===== src/rtl/mips_cpu_mem_unit.sv =====
// mips_cpu_mem_unit: MIPS load/store unit bridging core requests to an Avalon-MM master port.
//
// Ports:
//   clk, reset            sole clock, synchronous active-high reset
//   req_valid/req_ready   core request handshake (accepted only while idle)
//   req_op                LB/LBU/LH/LHU/LW/LWL/LWR/SB/SH/SW encoding, others illegal
//   req_addr              byte address
//   req_wdata, req_rt     store source and current rt (LWL/LWR merge)
//   resp_valid            one-cycle completion pulse with resp_rdata and resp_err
//   address               word-aligned Avalon address
//   read, write           Avalon requests, held until waitrequest drops
//   waitrequest           Avalon stall
//   writedata, byteenable Avalon write data and byte-lane mask
//   readdata              Avalon read data, valid the cycle after the read is accepted
module mips_cpu_mem_unit #(
    parameter int ADDR_W  = 32,
    parameter int TIMEOUT = 0
) (
    input  logic              clk,
    input  logic              reset,
    input  logic              req_valid,
    output logic              req_ready,
    input  logic [3:0]        req_op,
    input  logic [ADDR_W-1:0] req_addr,
    input  logic [31:0]       req_wdata,
    input  logic [31:0]       req_rt,
    output logic              resp_valid,
    output logic [31:0]       resp_rdata,
    output logic              resp_err,
    output logic [ADDR_W-1:0] address,
    output logic              read,
    output logic              write,
    input  logic              waitrequest,
    output logic [31:0]       writedata,
    output logic [3:0]        byteenable,
    input  logic [31:0]       readdata
);
    typedef enum logic [2:0] {IDLE, RD_REQ, RD_DATA, WR_REQ, RESP} state_t;

    localparam logic [3:0] OP_LB  = 4'd0;
    localparam logic [3:0] OP_LBU = 4'd1;
    localparam logic [3:0] OP_LH  = 4'd2;
    localparam logic [3:0] OP_LHU = 4'd3;
    localparam logic [3:0] OP_LW  = 4'd4;
    localparam logic [3:0] OP_LWL = 4'd5;
    localparam logic [3:0] OP_LWR = 4'd6;
    localparam logic [3:0] OP_SB  = 4'd8;
    localparam logic [3:0] OP_SH  = 4'd9;
    localparam logic [3:0] OP_SW  = 4'd10;

    state_t              state_q, state_d;
    logic [3:0]          op_q, op_d;
    logic [ADDR_W-1:0]   addr_q, addr_d;
    logic [31:0]         wdata_q, wdata_d;
    logic [31:0]         rt_q, rt_d;
    logic [31:0]         tcnt_q, tcnt_d;
    logic [31:0]         rdata_q, rdata_d;
    logic                err_q, err_d;

    logic                legal, misal;
    logic [1:0]          k;
    logic [31:0]         lane, load_val, st_wd;
    logic [3:0]          st_be;

    assign k = addr_q[1:0];

    // Request screening is done on the live inputs so a bad request goes straight to RESP.
    assign legal = (req_op <= OP_LWR) || (req_op >= OP_SB && req_op <= OP_SW);
    assign misal = ((req_op == OP_LH || req_op == OP_LHU || req_op == OP_SH) && req_addr[0]) ||
                   ((req_op == OP_LW || req_op == OP_SW) && req_addr[1:0] != 2'b00);

    // Little-endian lane extraction and LWL/LWR merge with the old rt value.
    assign lane = readdata >> {k, 3'b000};

    always_comb begin
        load_val = readdata;
        case (op_q)
            OP_LB:   load_val = {{24{lane[7]}}, lane[7:0]};
            OP_LBU:  load_val = {24'h0, lane[7:0]};
            OP_LH:   load_val = {{16{lane[15]}}, lane[15:0]};
            OP_LHU:  load_val = {16'h0, lane[15:0]};
            OP_LWL:  load_val = (readdata << {~k, 3'b000}) | (rt_q & ~(32'hFFFF_FFFF << {~k, 3'b000}));
            OP_LWR:  load_val = lane | (rt_q & ~(32'hFFFF_FFFF >> {k, 3'b000}));
            default: load_val = readdata;
        endcase
    end

    // Sub-word stores replicate the data across lanes and let byteenable pick the target.
    always_comb begin
        st_wd = wdata_q;
        st_be = 4'b1111;
        case (op_q)
            OP_SB: begin
                st_wd = {4{wdata_q[7:0]}};
                st_be = 4'b0001 << k;
            end
            OP_SH: begin
                st_wd = {2{wdata_q[15:0]}};
                st_be = k[1] ? 4'b1100 : 4'b0011;
            end
            default: begin
                st_wd = wdata_q;
                st_be = 4'b1111;
            end
        endcase
    end

    always_comb begin
        state_d = state_q;
        op_d    = op_q;
        addr_d  = addr_q;
        wdata_d = wdata_q;
        rt_d    = rt_q;
        tcnt_d  = tcnt_q;
        rdata_d = rdata_q;
        err_d   = err_q;
        case (state_q)
            IDLE: begin
                if (req_valid) begin
                    op_d    = req_op;
                    addr_d  = req_addr;
                    wdata_d = req_wdata;
                    rt_d    = req_rt;
                    tcnt_d  = 32'd0;
                    rdata_d = 32'd0;
                    err_d   = !legal || misal;
                    state_d = (!legal || misal) ? RESP : (req_op[3] ? WR_REQ : RD_REQ);
                end
            end
            RD_REQ, WR_REQ: begin
                if (!waitrequest) begin
                    state_d = (state_q == RD_REQ) ? RD_DATA : RESP;
                end else begin
                    tcnt_d = tcnt_q + 32'd1;
                    // Abort on the edge the count reaches the limit so the request drops next cycle.
                    if (TIMEOUT != 0 && tcnt_d == 32'(TIMEOUT)) begin
                        err_d   = 1'b1;
                        state_d = RESP;
                    end
                end
            end
            RD_DATA: begin
                rdata_d = load_val;
                state_d = RESP;
            end
            RESP:    state_d = IDLE;
            default: state_d = IDLE;
        endcase
    end

    always_ff @(posedge clk) begin
        if (reset) begin
            state_q <= IDLE;
            op_q    <= 4'd0;
            addr_q  <= '0;
            wdata_q <= 32'd0;
            rt_q    <= 32'd0;
            tcnt_q  <= 32'd0;
            rdata_q <= 32'd0;
            err_q   <= 1'b0;
        end else begin
            state_q <= state_d;
            op_q    <= op_d;
            addr_q  <= addr_d;
            wdata_q <= wdata_d;
            rt_q    <= rt_d;
            tcnt_q  <= tcnt_d;
            rdata_q <= rdata_d;
            err_q   <= err_d;
        end
    end

    assign req_ready  = (state_q == IDLE);
    assign read       = (state_q == RD_REQ);
    assign write      = (state_q == WR_REQ);
    assign address    = {addr_q[ADDR_W-1:2], 2'b00};
    assign writedata  = write ? st_wd : 32'd0;
    assign byteenable = read ? 4'b1111 : (write ? st_be : 4'b0000);
    assign resp_valid = (state_q == RESP);
    assign resp_rdata = resp_valid ? rdata_q : 32'd0;
    assign resp_err   = resp_valid && err_q;
endmodule


===== config.mk =====
export PLATFORM = sky130hd
export DESIGN_NAME = mips_cpu_mem_unit
export DESIGN_NICKNAME = d
export VERILOG_FILES = /design/src/rtl/mips_cpu_mem_unit.sv
export SDC_FILE = /design/constraint.sdc
export NUM_CORES = 1
export LEC_CHECK = 0
export ABC_AREA = 1
export BUFFER_PORTS_ARGS = -buffer_cell sky130_fd_sc_hd__buf_2
export CAP_MARGIN = 30
export CORE_MARGIN = 10
export CORE_UTILIZATION = 24
export CTS_CLUSTER_SIZE = 14
export DETAILED_ROUTE_END_ITERATION = 16
export PLACE_DENSITY_LB_ADDON = 0.15
export SLEW_MARGIN = 10
export SYNTH_ARGS = -nofsm -noshare
export SYNTH_HDL_FRONTEND = slang
export SYNTH_SLANG_ARGS = --single-unit

===== constraint.sdc =====
create_clock -name clk -period 1.8 [get_ports clk]
set_clock_uncertainty 0.1 [all_clocks]
set_input_delay 0.36 -clock clk [delete_from_list [all_inputs] [get_ports clk]]
set_output_delay 0.36 -clock clk [all_outputs]
set_load 0.01 [all_outputs]

# Yosys cells after proc, flatten, opt, wreduce, memory -nomap -nowiden
# Index checks and enable logic that the tools add are counted.
# Widths: inputs -> output; s select.
[word_totals] regBits=136
[classes] mux=16 n_eq_ne=18 n_shift=5 n_reduce_logical=19 n_bitwise=7 magnitude_cmp=3
[op_table] op="$pmux 32 s6" n=1
[op_table] op="$pmux 32 s2" n=2
[op_table] op="$mux 32" n=3
[op_table] op="$and 32x32->32" n=2
[op_table] op="$not 32->32" n=2
[op_table] op="$or 32x32->32" n=2
[op_table] op="$shl 32x5->32" n=1
[op_table] op="$shl 32x5->32 const A" n=1
[op_table] op="$shr 32x5->32" n=1
[op_table] op="$shr 32x5->32 const A" n=1
[op_table] op="$eq 4x2->1 const B" n=4
[op_table] op="$eq 4x4->1 const B" n=4
[op_table] op="$eq 4x3->1 const B" n=3
[op_table] op="$mux 3" n=4
[op_table] op="$mux 4" n=3
[op_table] op="$pmux 3 s3" n=1
[op_table] op="$pmux 4 s2" n=1
[op_table] op="$eq 3x2->1 const B" n=2
[op_table] op="$logic_or 1x1->1" n=6
[op_table] op="$reduce_and 2->1" n=3
[op_table] op="$eq 4x1->1 const B" n=1
[op_table] op="$ge 4x4->1 const B" n=1
[op_table] op="$le 4x3->1 const B" n=1
[op_table] op="$le 4x4->1 const B" n=1
[op_table] op="12 further kinds" n=17

# Depth between registers and ports, before layout
[depth] ltp_word=9 depth_mapped=12

# Least setup slack after synthesis
# OpenSTA, ideal clock, no wires.
[synth_timing] path_type="reg2out" start="register state_q[0]" end="output writedata[21]" stages_incl_launch_ff=6 t_arrival_ps=1336 path_slack_ps=4 n_path_buf=1 cell_sequence="dfxtp_1 > nand2_1 > nor2_1 > inv_2 > buf_2 > a211oi_1"
[synth_between] elab_chain_cells=2
[synth_rtl] element="start: declaration" line="51" rtl="state_t state_q, state_d;"
[synth_rtl] element="start signal: assignment" line="162" rtl="state_q <= state_d;"
[synth_rtl] element="$eq 3x2->1"
[synth_rtl] element="$mux 32" line="177" rtl="assign writedata = write ? st_wd : 32'd0;"
[synth_rtl] element="end: declaration" line="34" rtl="output logic [31:0] writedata,"
# Every way passes these cells.

# Worst setup path after layout
[layout_timing] start="register op_q[3]" end="output writedata[20]"
[layout_between] elab_chain_cells=3 elab_cells_between_ends=4
[layout_rtl] element="start: declaration" line="52" rtl="logic [3:0] op_q, op_d;"
[layout_rtl] element="start signal: assignment" line="163" rtl="op_q <= op_d;"
[layout_rtl] element="$eq 4x4->1" line="92" rtl="case (op_q)"
[layout_rtl] element="$pmux 32 s2 (*)" line="92"
[layout_rtl] element="$mux 32 (*)" line="177"
# Mark *: on every way between the ends. The rest lies on a longest branch, timed or not.

==> results.md <==
* DR iter-0 viols at 405
* Via count at 8869
* Root buffer selected by CTS: clkbuf_16
* GRT Util Overall at 16.2%
* Total CTS buffers at 17
* Min Tclk post-route at 2.16 ns
* Remaining global-route overflow at 0
* Number of global-route vias before repair at 8573
* Area grow syn2layout at 46.9%
* Final wirelength at 34300 microns
* First-pass GRT wire length at 49600 microns
* Htree depth at 4
* Yosys warns at 0
* Register Area at 2740 sq um
* Fmax at 463 MHz
* I/O pin count at 241
* CTS tree: built
* Tcrit/Tclk final at 120%
* HPWL after DPL at 25200 microns
* Hold Path Origin: req_addr[9]
* Hold endpoint: addr_q[9]
* Commonest non-fill, non-tap cells in the layout: 232 x nand2_1, 224 x buf_2, 132 x inv_1, 128 x dfxtp_1, 123 x nand3_1
* Worst path required time at 1.34 ns
* Async set-reset flop share out of synthesis at 0%
* Setup TNS Final at -21.33 ns
* Setup-failing EPs final at 100
* Critical path type: reg -> out
* Seq cells post-synth at 136
* Clock Pin Slew Worst Setup and Hold Paths at 0.07 ns
* R2R Path Start: op_q[3]
* Max IR drop VDD at 0.617 mV
* Setup ws final at -0.359 ns
* DIE AREA at 39900 sq um
* Antenna-violating nets left at 0
* R2R Setup Slk at -0.12 ns
* Hold path depth at 3
* EDFF count, synth at 0
* PwrDens at 898 nW/um^2
* Vias per inst at 4.63
* Netlist cell types at 28
* Die width at 200 microns
* Largest net degree at the start of global routing at 66
* DIE HEIGHT at 200 microns
* Drt drc at 0
* Critical path fanouts, max at 6
* Worst skew pair latency at 0.43 ns
* Fin. Hold Viols at 0
* PortBufs at 238
* Fill cells at 3493
* Placer Congestion at 0.878
* Max-cap check violation count at 0
* Most common cell after layout, fill and taps aside: nand2_1
* Leak Pwr at 5.24 nW
* Cell row count at 65
* Initial antenna violation count at 9
* Nets at 1633
* Pre-antenna DRT Iters at 5
* R2R Path End: rdata_q[20]
* Startpoint Class: register
* Clock tree buffer depth at 2
* Fraction of layout cells with a size suffix above 1 at 34.8%
* Worst R2R Path Depth at 13
* Worst Setup End Kind: primary output
* RSZ-0062 raised after global routing: true
* Final cell count without fillers at 1914
* Register area share after synthesis at 35.1%
* Cell count after synthesis at 1227
* Synth Cell Area at 7750 sq um
* Status: finished with violations
* Clock Sinks at 136
* Failing checks: negative setup slack
* DP Area at 9650 sq um
* Core Area at 31700 sq um
* Ys flop type: dfxtp_1
* Cells after DPL at 1847
* Final number of max-transition violations at 0
* Synth Area per Inst at 6.31 sq um
* Critical Path AT at 1.70 ns
* Area of the multi-input gates at 4350 sq um
* Final Cell Area at 11400 sq um
* Worst min path class: in -> reg
* Initial Util at 24.4%
* Overall power at 10.2 mW
* WL/cell at 17.9 microns
-- area by class of cell --
cell class / count / area share [%]
Multi-Input combinational cell: 832 / 38.2
Sequential cell: 136 / 24.1
Timing Repair Buffer: 362 / 23.0
Inverter: 147 / 5.18
Tap cell: 402 / 4.42
Clock buffer: 18 / 3.86
Clock inverter: 13 / 1.07
Timing Repair inverter: 1 / 0.0770
Antenna cell: 3 / 0.0660
-- worst max-delay path by stage --
stage / endpoint / slack [ns] / depth (start not counted) / from
after floorplan: writedata[21] / 0.004 / 5 / state_q[0]
after global placement: writedata[15] / -0.09 / 6 / op_q[3]
after detailed placement: writedata[15] / -0.06 / 6 / op_q[3]
after CTS: writedata[9] / -0.36 / 9 / op_q[3]
after global routing: writedata[27] / -0.45 / 8 / op_q[1]
final: writedata[20] / -0.36 / 7 / op_q[3]
-- kinds of logic after synthesis --
group / synth area share, %
buffers and inverters: 15.4
AOI/OAI and AO/OA: 19.9
DFF: 35.1
and+or+nand+nor: 29.5
other: 0.0484
-- state kept, by name, indices dropped and copies added, names as in the netlist --
name and cells:
err_q 1, op_q 4, rdata_q 32, rt_q 32, addr_q 32, wdata_q 32
state_q 3
-- cell usage after synthesis, drive strengths merged (2+ instances only) --
cell type	count	area share, %
a211oi	7	0.68
a21oi	119	7.7
buf	81	6.7
clkbuf	32	1.6
dfxtp	136	35
inv	147	7.1
nand2	248	12
nand3	135	8.9
nor2	149	7.6
nor3	2	0.27
o211ai	7	0.68
o21ai	119	7.7
o21bai	19	1.8
o22ai	15	1.2
or2	8	0.65
-- power breakdown --
part / switching [mW] / leakage [nW] / internal [mW]
sequential: 0.183 / 1.12 / 3.35
clock: 1.51 / 0.267 / 1.94
combinational: 1.96 / 3.84 / 1.28
-- per-stage QoR --
| step | hold WS (ns) | utilization [%] | setup WS (ns) |
|---|---|---|---|
| after floorplan | 0.323 | - | 0.00436 |
| after global placement | 0.344 | 30.4 | -0.0886 |
| after detailed placement | 0.351 | 30.4 | -0.0562 |
| after CTS | 0.0247 | 33.2 | -0.357 |
| after global routing | 0.0303 | 35.9 | -0.447 |
| final | 0.0453 | 35.9 | -0.359 |
-- worst max-delay path: stages, from the launching register on --
cell and delay [ns]:
dfxtp_2 0.34, inv_2 0.05, nor2_4 0.10, nand2_4 0.09, buf_4 0.16, clkbuf_16 0.16
a211oi_2 0.20, buf_2 0.16
-- layer usage --
layer  up-vias  GRT usage [%]  share of wire (%)
met5         -              0               0.22
met4        12           3.59                1.1
met3        30           5.25                7.5
met2       240           27.1                 48
met1      4117           19.8                 44
li1       4470              -                  -
-- what timing repair did --
action | in CTS | in global routing
endpoints found under the setup margin | 81 | 100
pin swaps | 12 | 24
gates resized for setup | 80 | 129
hold buffers | 0 | 0
gates cloned | 0 | 11
setup buffers | 5 | 17
No activity file was read; power rests on OpenSTA's default activity.
